===== src/rtl/prim_flop_en_wr_arb.sv =====
// Round-robin write scheduler sharing one enabled register among NumReq requesters.
// Latency: req sampled cycle 0, flop enable cycle 1, ack + new q_o cycle 2; requesters hold req until ack.
// Optional write lock (lock_i/err_o) is compiled in with `define PRIM_FLOP_ARB_LOCK_EN.

module prim_xilinx_flop_en #(
  parameter int                 Width      = 32,
  parameter logic [Width-1:0]   ResetValue = '0
) (
  input  logic             clk_i,
  input  logic             rst_ni,
  input  logic             en_i,
  input  logic [Width-1:0] d_i,
  output logic [Width-1:0] q_o
);
  logic [Width-1:0] q_q;

  always_ff @(posedge clk_i or negedge rst_ni) begin
    if (!rst_ni) begin
      q_q <= ResetValue;
    end else if (en_i) begin
      q_q <= d_i;
    end
  end

  assign q_o = q_q;
endmodule

module prim_flop_en_wr_arb #(
  parameter int               NumReq     = 4,
  parameter int               Width      = 32,
  parameter logic [Width-1:0] ResetValue = '0
) (
  input  logic                    clk_i,
  input  logic                    rst_ni,
  input  logic [NumReq-1:0]       req_i,
  input  logic [NumReq*Width-1:0] data_i,
  output logic [NumReq-1:0]       gnt_o,
  output logic [NumReq-1:0]       ack_o,
  output logic                    busy_o,
`ifdef PRIM_FLOP_ARB_LOCK_EN
  input  logic                    lock_i,
  output logic [NumReq-1:0]       err_o,
`endif
  output logic [Width-1:0]        q_o
);
  localparam int IdxW = $clog2(NumReq);

  typedef enum logic [1:0] {StIdle, StWrite, StAck} state_e;

  state_e            state_q;
  logic [IdxW-1:0]   ptr_q, ptr_d, win_q, win_idx;
  logic [NumReq-1:0] gnt_q, ack_q, win_oh;
  logic              busy_q, win_vld, lock_w, wr_en;
  logic [Width-1:0]  wr_dat;

`ifdef PRIM_FLOP_ARB_LOCK_EN
  logic [NumReq-1:0] err_q;
  assign lock_w = lock_i;
  assign err_o  = err_q;
`else
  assign lock_w = 1'b0;
`endif

  // First requester at or after the pointer, wrapping around.
  always_comb begin
    int idx;
    idx     = 0;
    win_vld = 1'b0;
    win_idx = '0;
    for (int k = 0; k < NumReq; k++) begin
      idx = (int'(ptr_q) + k) % NumReq;
      if (!win_vld && req_i[IdxW'(idx)]) begin
        win_vld = 1'b1;
        win_idx = IdxW'(idx);
      end
    end
  end

  always_comb begin
    win_oh = '0;
    for (int i = 0; i < NumReq; i++) begin
      if (win_idx == IdxW'(i)) win_oh[i] = 1'b1;
    end
    ptr_d = (int'(win_idx) == NumReq - 1) ? '0 : win_idx + 1'b1;
  end

  always_comb begin
    wr_dat = '0;
    for (int i = 0; i < NumReq; i++) begin
      if (win_q == IdxW'(i)) wr_dat = data_i[i*Width +: Width];
    end
  end

  assign wr_en = (state_q == StWrite) && !lock_w;

  always_ff @(posedge clk_i or negedge rst_ni) begin
    if (!rst_ni) begin
      state_q <= StIdle;
      ptr_q   <= '0;
      win_q   <= '0;
      gnt_q   <= '0;
      ack_q   <= '0;
      busy_q  <= 1'b0;
`ifdef PRIM_FLOP_ARB_LOCK_EN
      err_q   <= '0;
`endif
    end else begin
      case (state_q)
        StIdle: begin
          if (win_vld) begin
            state_q <= StWrite;
            win_q   <= win_idx;
            gnt_q   <= win_oh;
            busy_q  <= 1'b1;
            ptr_q   <= ptr_d;
          end
        end
        StWrite: begin
          state_q <= StAck;
          ack_q   <= gnt_q;
`ifdef PRIM_FLOP_ARB_LOCK_EN
          err_q   <= lock_i ? gnt_q : '0;
`endif
        end
        StAck: begin
          state_q <= StIdle;
          ack_q   <= '0;
          gnt_q   <= '0;
          busy_q  <= 1'b0;
`ifdef PRIM_FLOP_ARB_LOCK_EN
          err_q   <= '0;
`endif
        end
        default: state_q <= StIdle;
      endcase
    end
  end

  prim_xilinx_flop_en #(
    .Width      (Width),
    .ResetValue (ResetValue)
  ) u_flop (
    .clk_i  (clk_i),
    .rst_ni (rst_ni),
    .en_i   (wr_en),
    .d_i    (wr_dat),
    .q_o    (q_o)
  );

  assign gnt_o  = gnt_q;
  assign ack_o  = ack_q;
  assign busy_o = busy_q;
endmodule

===== config.mk =====
export PLATFORM = sky130hd
export DESIGN_NAME = prim_flop_en_wr_arb
export DESIGN_NICKNAME = d
export VERILOG_FILES = /design/src/rtl/prim_flop_en_wr_arb.sv
export SDC_FILE = /design/constraint.sdc
export NUM_CORES = 1
export LEC_CHECK = 0
export ABC_AREA = 0
export CELL_PAD_IN_SITES_DETAIL_PLACEMENT = 1
export CELL_PAD_IN_SITES_GLOBAL_PLACEMENT = 1
export CORE_ASPECT_RATIO = 0.9
export CORE_MARGIN = 2
export CORE_UTILIZATION = 29
export CTS_CLUSTER_DIAMETER = 120
export CTS_CLUSTER_SIZE = 28
export DETAILED_ROUTE_END_ITERATION = 7
export PLACE_DENSITY = 0.82
export SKIP_LAST_GASP = 1
export SYNTH_ARGS = -nofsm -noshare
export SYNTH_HDL_FRONTEND = slang
export SYNTH_HIERARCHICAL = 1
export SYNTH_SLANG_ARGS = --single-unit

===== constraint.sdc =====
create_clock -name clk_i -period 1.91 [get_ports clk_i]
set_input_delay 0.382 -clock clk_i [delete_from_list [all_inputs] [get_ports clk_i]]
set_output_delay 0.382 -clock clk_i [all_outputs]
set_load 0.05 [all_outputs]

; Yosys cells after proc, flatten, opt, wreduce, memory -nomap -nowiden
; Cells that the tools add are included.
[totals]
input_bits = 134
latch_bits = 0
output_inout_bits = 41
mem_count = 0
ramBits = 0
regBits = 47
romBits = 0
[op_classes]
order_cmp = 4
n_shift = 0
eq_ne = 10
addsub = 4
mul = 0
n_reduce_logical = 13
n_mux = 36
div = 0
bitwise = 0
[op_table]
columns = operator, count
row1 = 32-bit 2-to-1 mux, 4
row2 = 1-bit 2-to-1 mux, 17
row3 = "2-bit by 4-bit < comparator with 1-bit output, second input constant", 4
row4 = 4-bit one-hot mux with 2 select lines, 2
row5 = 2-bit 2-to-1 mux, 6
row6 = "2-bit equality test, second input constant", 5
row7 = 1-bit binary-select mux with 2-bit select, 4
row8 = "2-bit by 1-bit equality test with 1-bit output, second input constant", 4
row9 = 2-bit logical NOT, 3
row10 = "2-bit by 1-bit adder with 2-bit output, second input constant", 2
row11 = "2-bit adder, second input constant", 2
row12 = 4-bit 2-to-1 mux, 1
row13 = 2-bit one-hot mux with 2 select lines, 1
row14 = 2-bit AND reduction, 2
row15 = 2-bit nonzero test, 2
row16 = 1-bit logical AND, 3
row17 = 1-bit logical NOT, 3
row18 = "2-bit != test, second input constant", 1
row19 = 1-bit one-hot mux with 2 select lines, 1

; Depth between registers and ports, before layout
[depth]
ltp_word = 17
ltp_mapped = 6
mapped_depth_nobuf = 6

; Cells and area by module
; The synthesis kept the hierarchy.
[modules_own_cells]
columns = module, cells_each, seq_area_each_um2, n_inst, area_each_um2
row1 = prim_flop_en_wr_arb, 124, 375.4, 1, 1660.3
row2 = prim_xilinx_flop_en, 68, 800.8, 1, 1345.0

; Worst setup path before layout
; OpenSTA, ideal clock, no wires.
[synth_path]
path_type = flip-flop to flip-flop
from = reg ptr_q[1]
to = reg gnt_q[0] (netlist: gnt_o[0])
setup_ns = 0.124
arrival_time_ns = 1.608
stages_incl_launch_ff = 7
setup_slack_ns = 0.179
t_required_ns = 1.786
path_cell_list = dfrtp_1 -> mux2i_1 -> nor2_1 -> or4_1 -> ha_1 -> a31oi_1 -> o2bb2ai_1
[synth_via]
elab_chain_len = 17
word_cells_on_any_way = 35
[synth_rtl]
columns = item, line
row1 = start: declaration, 51  ; logic [IdxW-1:0] ptr_q, ptr_d, win_q, win_idx;
row2 = start signal: assignment, 115  ; ptr_q <= ptr_d;
row3 = branches (longest 17 deep; another with 2-bit by 1-bit adder with 2-bit output), -
row4 = end signal: assignment, 113  ; gnt_q <= win_oh;
row5 = end: declaration, 52  ; logic [NumReq-1:0] gnt_q, ack_q, win_oh;
; Several ways; the timed one is not identified. The select of a mux whose other input is x is not followed.
; A chain may end at the register's enable or synchronous reset.

; Worst setup path in the final report
[layout_path]
from = in req_i[3]
to = reg gnt_q[2] (netlist: gnt_o[2])
[layout_via]
elab_chain_len = 17
word_cells_on_any_way = 32
[layout_rtl]
columns = item, line
row1 = start: declaration, 35  ; input logic [NumReq-1:0] req_i,
row2 = 1-bit binary-select mux with 2-bit select, 72  ; if (!win_vld && req_i[IdxW'(idx)]) begin
row3 = 1-bit 2-to-1 mux (not written as such) (2 in a row), 72
row4 = 1-bit 2-to-1 mux, 72
row5 = 1-bit logical NOT, 72
row6 = 1-bit logical AND, 72
row7 = 1-bit 2-to-1 mux, 72
row8 = 1-bit logical NOT, 72
row9 = 1-bit logical AND, 72
row10 = 1-bit 2-to-1 mux, 72
row11 = 1-bit logical NOT, 72
row12 = 1-bit logical AND, 72
row13 = 2-bit 2-to-1 mux, 72
row14 = 2-bit equality test, 82  ; if (win_idx == IdxW'(i)) win_oh[i] = 1'b1;
row15 = 1-bit 2-to-1 mux, 82
row16 = 4-bit 2-to-1 mux, 110  ; if (win_vld) begin
row17 = 4-bit one-hot mux with 2 select lines, 108  ; case (state_q)
; Parallel ways exist; a longest one is shown, timed or not. The select of a mux whose other input is x is not followed.

==> summary.txt <==
Outcome
  • Status: complete, but fails checks
  • Failing checks: setup timing

GRT
  • GRT Util Overall: 17.3%
  • Largest net degree at the start of global routing: 29
  • First-pass GRT wire length: between 15,000 and 20,000 um
  • Vias in the first global route: 2,855
  • Initial antenna violation count: 0
  • Grt total ovfl: 0

Power
  • Pint: 4.86 mW
  • P_leak: between 2 and 2.5 nW
  • Net switching fraction of the power: between 40% and 50%
  • Flop pwr share: ~22%
  • Clock power frac: ~11%
  • Psw: roughly 3.7 mW
  • Worst VDD drop: 0.000775 V
  • Pwr Density: around 1700 nW/um2
  • Combinational share of power: between 60% and 70%

Drt
  • Routed Antenna Nets: 0
  • Routed WL per cell: between 15 and 20 um
  • DRT iter0 DRCs: 50
  • Met1 wire length: 3840 um
  • DRC Markers: 0
  • TritonRoute pass-1 iters: 4
  • Vias: 2,485
  • Via/cell ratio: slightly below 5
  • Met2 WL: 5040 um
  • DR top layer: met4
  • WL met3: 687 um
  • Routed WL: roughly 9700 um

Setup path
  • FF-to-FF setup slack: around 10 ps
  • Max stage delay on crit path: 580 ps
  • Worst r2r dst: gnt_o[2]$_DFFE_PN0P_
  • Worst-path cell chain: clkdlybuf4s50_1, nand2b_4, a21oi_4, or4_4, ha_4, a31oi_2, o2bb2ai_1
  • WP data arrival: 2080 ps
  • Required @ worst endpoint: slightly above 2000 ps
  • CP startpoint kind: input pin
  • Slowest cell on crit path: or4_4
  • Worst R2R Path Depth: 6
  • FF-to-FF Start: ptr_q[1]$_DFFE_PN0P_
  • Critical path type: input pin to flop
  • Worst-path maximum fanout: 3
  • Critical Path Sink Type: flop

Logic synthesis
  • Cell count after synthesis: about 190
  • Primary FF master, synth: dfrtp_1
  • Synthesis warning total: 6
  • Asr flop ratio synth: 100%
  • EDFF count, synth: 0
  • Distinct cell type count after synthesis: 37
  • Synth Register Bits: between 40 and 50
  • Post-Syn Area: 3010 um2
  • Avg Synthesized Cell Area: ~16 um2
  • Net count after synthesis: between 300 and 400
  • Sequential share of the synthesized area: about two fifths

Clocking
  • Clock buffer count from CTS: 5
  • Clock buffer depth: 2
  • Reg clk slew, reported paths: 70 ps
  • Worst skew pair latency: ~280 ps
  • Total clock sinks: 47
  • H-tree depth: 2
  • CTS tree: yes
  • Clock Tree Root: clkbuf_16
  • Number of hold buffers added after cts: 0

STA
  • Maximum clock rate: roughly 520 MHz
  • Worst Skew: 7.55 ps
  • Final hold viol count: 0
  • Final period utilization: 101%
  • Post-layout min period: roughly 1900 ps
  • Slew Viols, Final: 0
  • Slew HR: 64.2%
  • Hold slack final: about 33 ps
  • Final worst slack: -17.1 ps
  • Unrepaired setup endpoints after global routing: yes
  • Least-Margin Pin Slew: about 540 ps
  • Final setup fails: 1

Job
  • Max_cap viols: 0

Floorplan
  • Core Region: roughly 10,000 um2
  • Die width: between 100 and 150 um
  • Die Ht: slightly above 100 um
  • DIE AREA: approximately 11,000 um2
  • Rows: 35
  • I/O Pins: 175
  • Initial core utilization: between 20 and 30%

Placement
  • IO buf count: between 150 and 200
  • DP Wirelength: 7770 um
  • DP Worst Slack: -438 ps
  • Placer congestion estimate: around 0.88

Layout
  • Most frequent cells in the layout: clkdlybuf4s50_1 (150), dfrtp_1 (46), buf_4 (41), mux4_2 (32), mux2_4 (32)
  • Most common cell after layout, fill and taps aside: clkdlybuf4s50_1
  • Area Growth Syn to Fin: 72.3%
  • Fin nets: about 530
  • Final antenna diode count: 0
  • Layout cells sized above 1: ~34%

Min path
  • Hold crit path type: input pin to async pin
## cells in the mapped netlist, types with 2 or more instances
master     count  area share, %
nand2_1        4           0.50
o2bb2ai_1      4            1.2
nand2b_1       2           0.42
o21ai_0        4           0.67
a31oi_1        4           0.83
mux2_2         2           0.75
inv_1          8            1.0
mux4_2        32             24
nor2_1         3           0.37
buf_4          2           0.50
buf_2          2           0.33
buf_12         3            2.0
nor2b_1        5            1.0
buf_6          2           0.75
dfrtp_1       47             39
mux2_4        32             16
a21oi_1        3           0.50
nand3b_1       4            1.0
clkbuf_1       4           0.50
ha_1           8            3.3
## power by group through the flow
stage          clock network, mW  logic [mW]  registers, mW
5_1_grt                     1.03        6.06           1.91
3_3_place_gp                   0        5.57           1.82
4_1_cts                    0.999        5.74           1.85
2_1_floorplan                  0        2.63           3.20
3_5_place_dp                   0        5.67           1.86
6_report                   0.959        5.74           1.85
## final cells by class
type / count / area (um2)
fillers: 1030 / 4980
repair buffers: 198 / 1900
multi-input cells: 123 / 1750
flip-flops and latches: 47 / 1180
well taps: 129 / 161
clock buffers: 6 / 129
clock inverters: 1 / 30.0
inverters: 8 / 30.0
## kinds of logic after synthesis
family / after synthesis / synth area share (%)
AO/OA/AOI/OAI: 21 / 5.45
adder cells (fa/ha/maj): 8 / 3.33
buffers and inverters: 22 / 5.25
flip-flops: 47 / 39.1
multiplexers: 68 / 41.4
AND/OR/NAND/NOR: 26 / 5.41
## metal layers
layer  up-vias  GRT usage [%]
met5         -              0
met4         0           4.18
met3        12           4.87
met2       110           32.5
met1      1238           19.7
li1       1125              -
## state kept, by name, summed over array words and instances (netlist names)
register    count
u_flop/q_o     32
ack_o           4
gnt_o           4
ptr_q           2
state_q         2
win_q           2
busy_o          1
## worst max path at each step
stage	slack, ps	cells after the start	start	to
6_report	-20	7	req_i[3]	gnt_o[2]$_DFFE_PN0P_
5_1_grt	-40	7	req_i[3]	gnt_o[2]$_DFFE_PN0P_
4_1_cts	7	6	req_i[1]	ptr_q[1]$_DFFE_PN0P_
3_5_place_dp	-440	7	req_i[0]	gnt_o[2]$_DFFE_PN0P_
3_3_place_gp	-310	7	req_i[2]	gnt_o[0]$_DFFE_PN0P_
2_1_floorplan	180	6	ptr_q[1]$_DFFE_PN0P_	gnt_o[0]$_DFFE_PN0P_
## per-stage QoR
step / total power, mW / TNS [ps] / util [%] / std cells / area, um2
finish: 8.55 / -17.1 / 51.0 / 512 / 5180
global route: 9.01 / -81.2 / 51.0 / 512 / 5180
CTS: 8.58 / 0 / 50.4 / 512 / 5120
detailed placement: 7.52 / -2720 / 48.5 / 503 / 4930
global placement: 7.38 / -1790 / 48.5 / 503 / 4930
floorplan: 5.83 / 0 / - / 192 / 3010
## what timing repair did
action / in CTS / in global routing
resized for setup: 5 / 11
setup buffers: 2 / 0
setup endpoints to repair: 4 / 7
pin swaps: 2 / 7
## critical path, delay by kind of cell
family	cells	cell delay (ps)
fa+ha+maj	1	180
simple gates	2	720
buf+inv	1	480
compound gates	3	320
No activity file was read; power rests on OpenSTA's default activity.
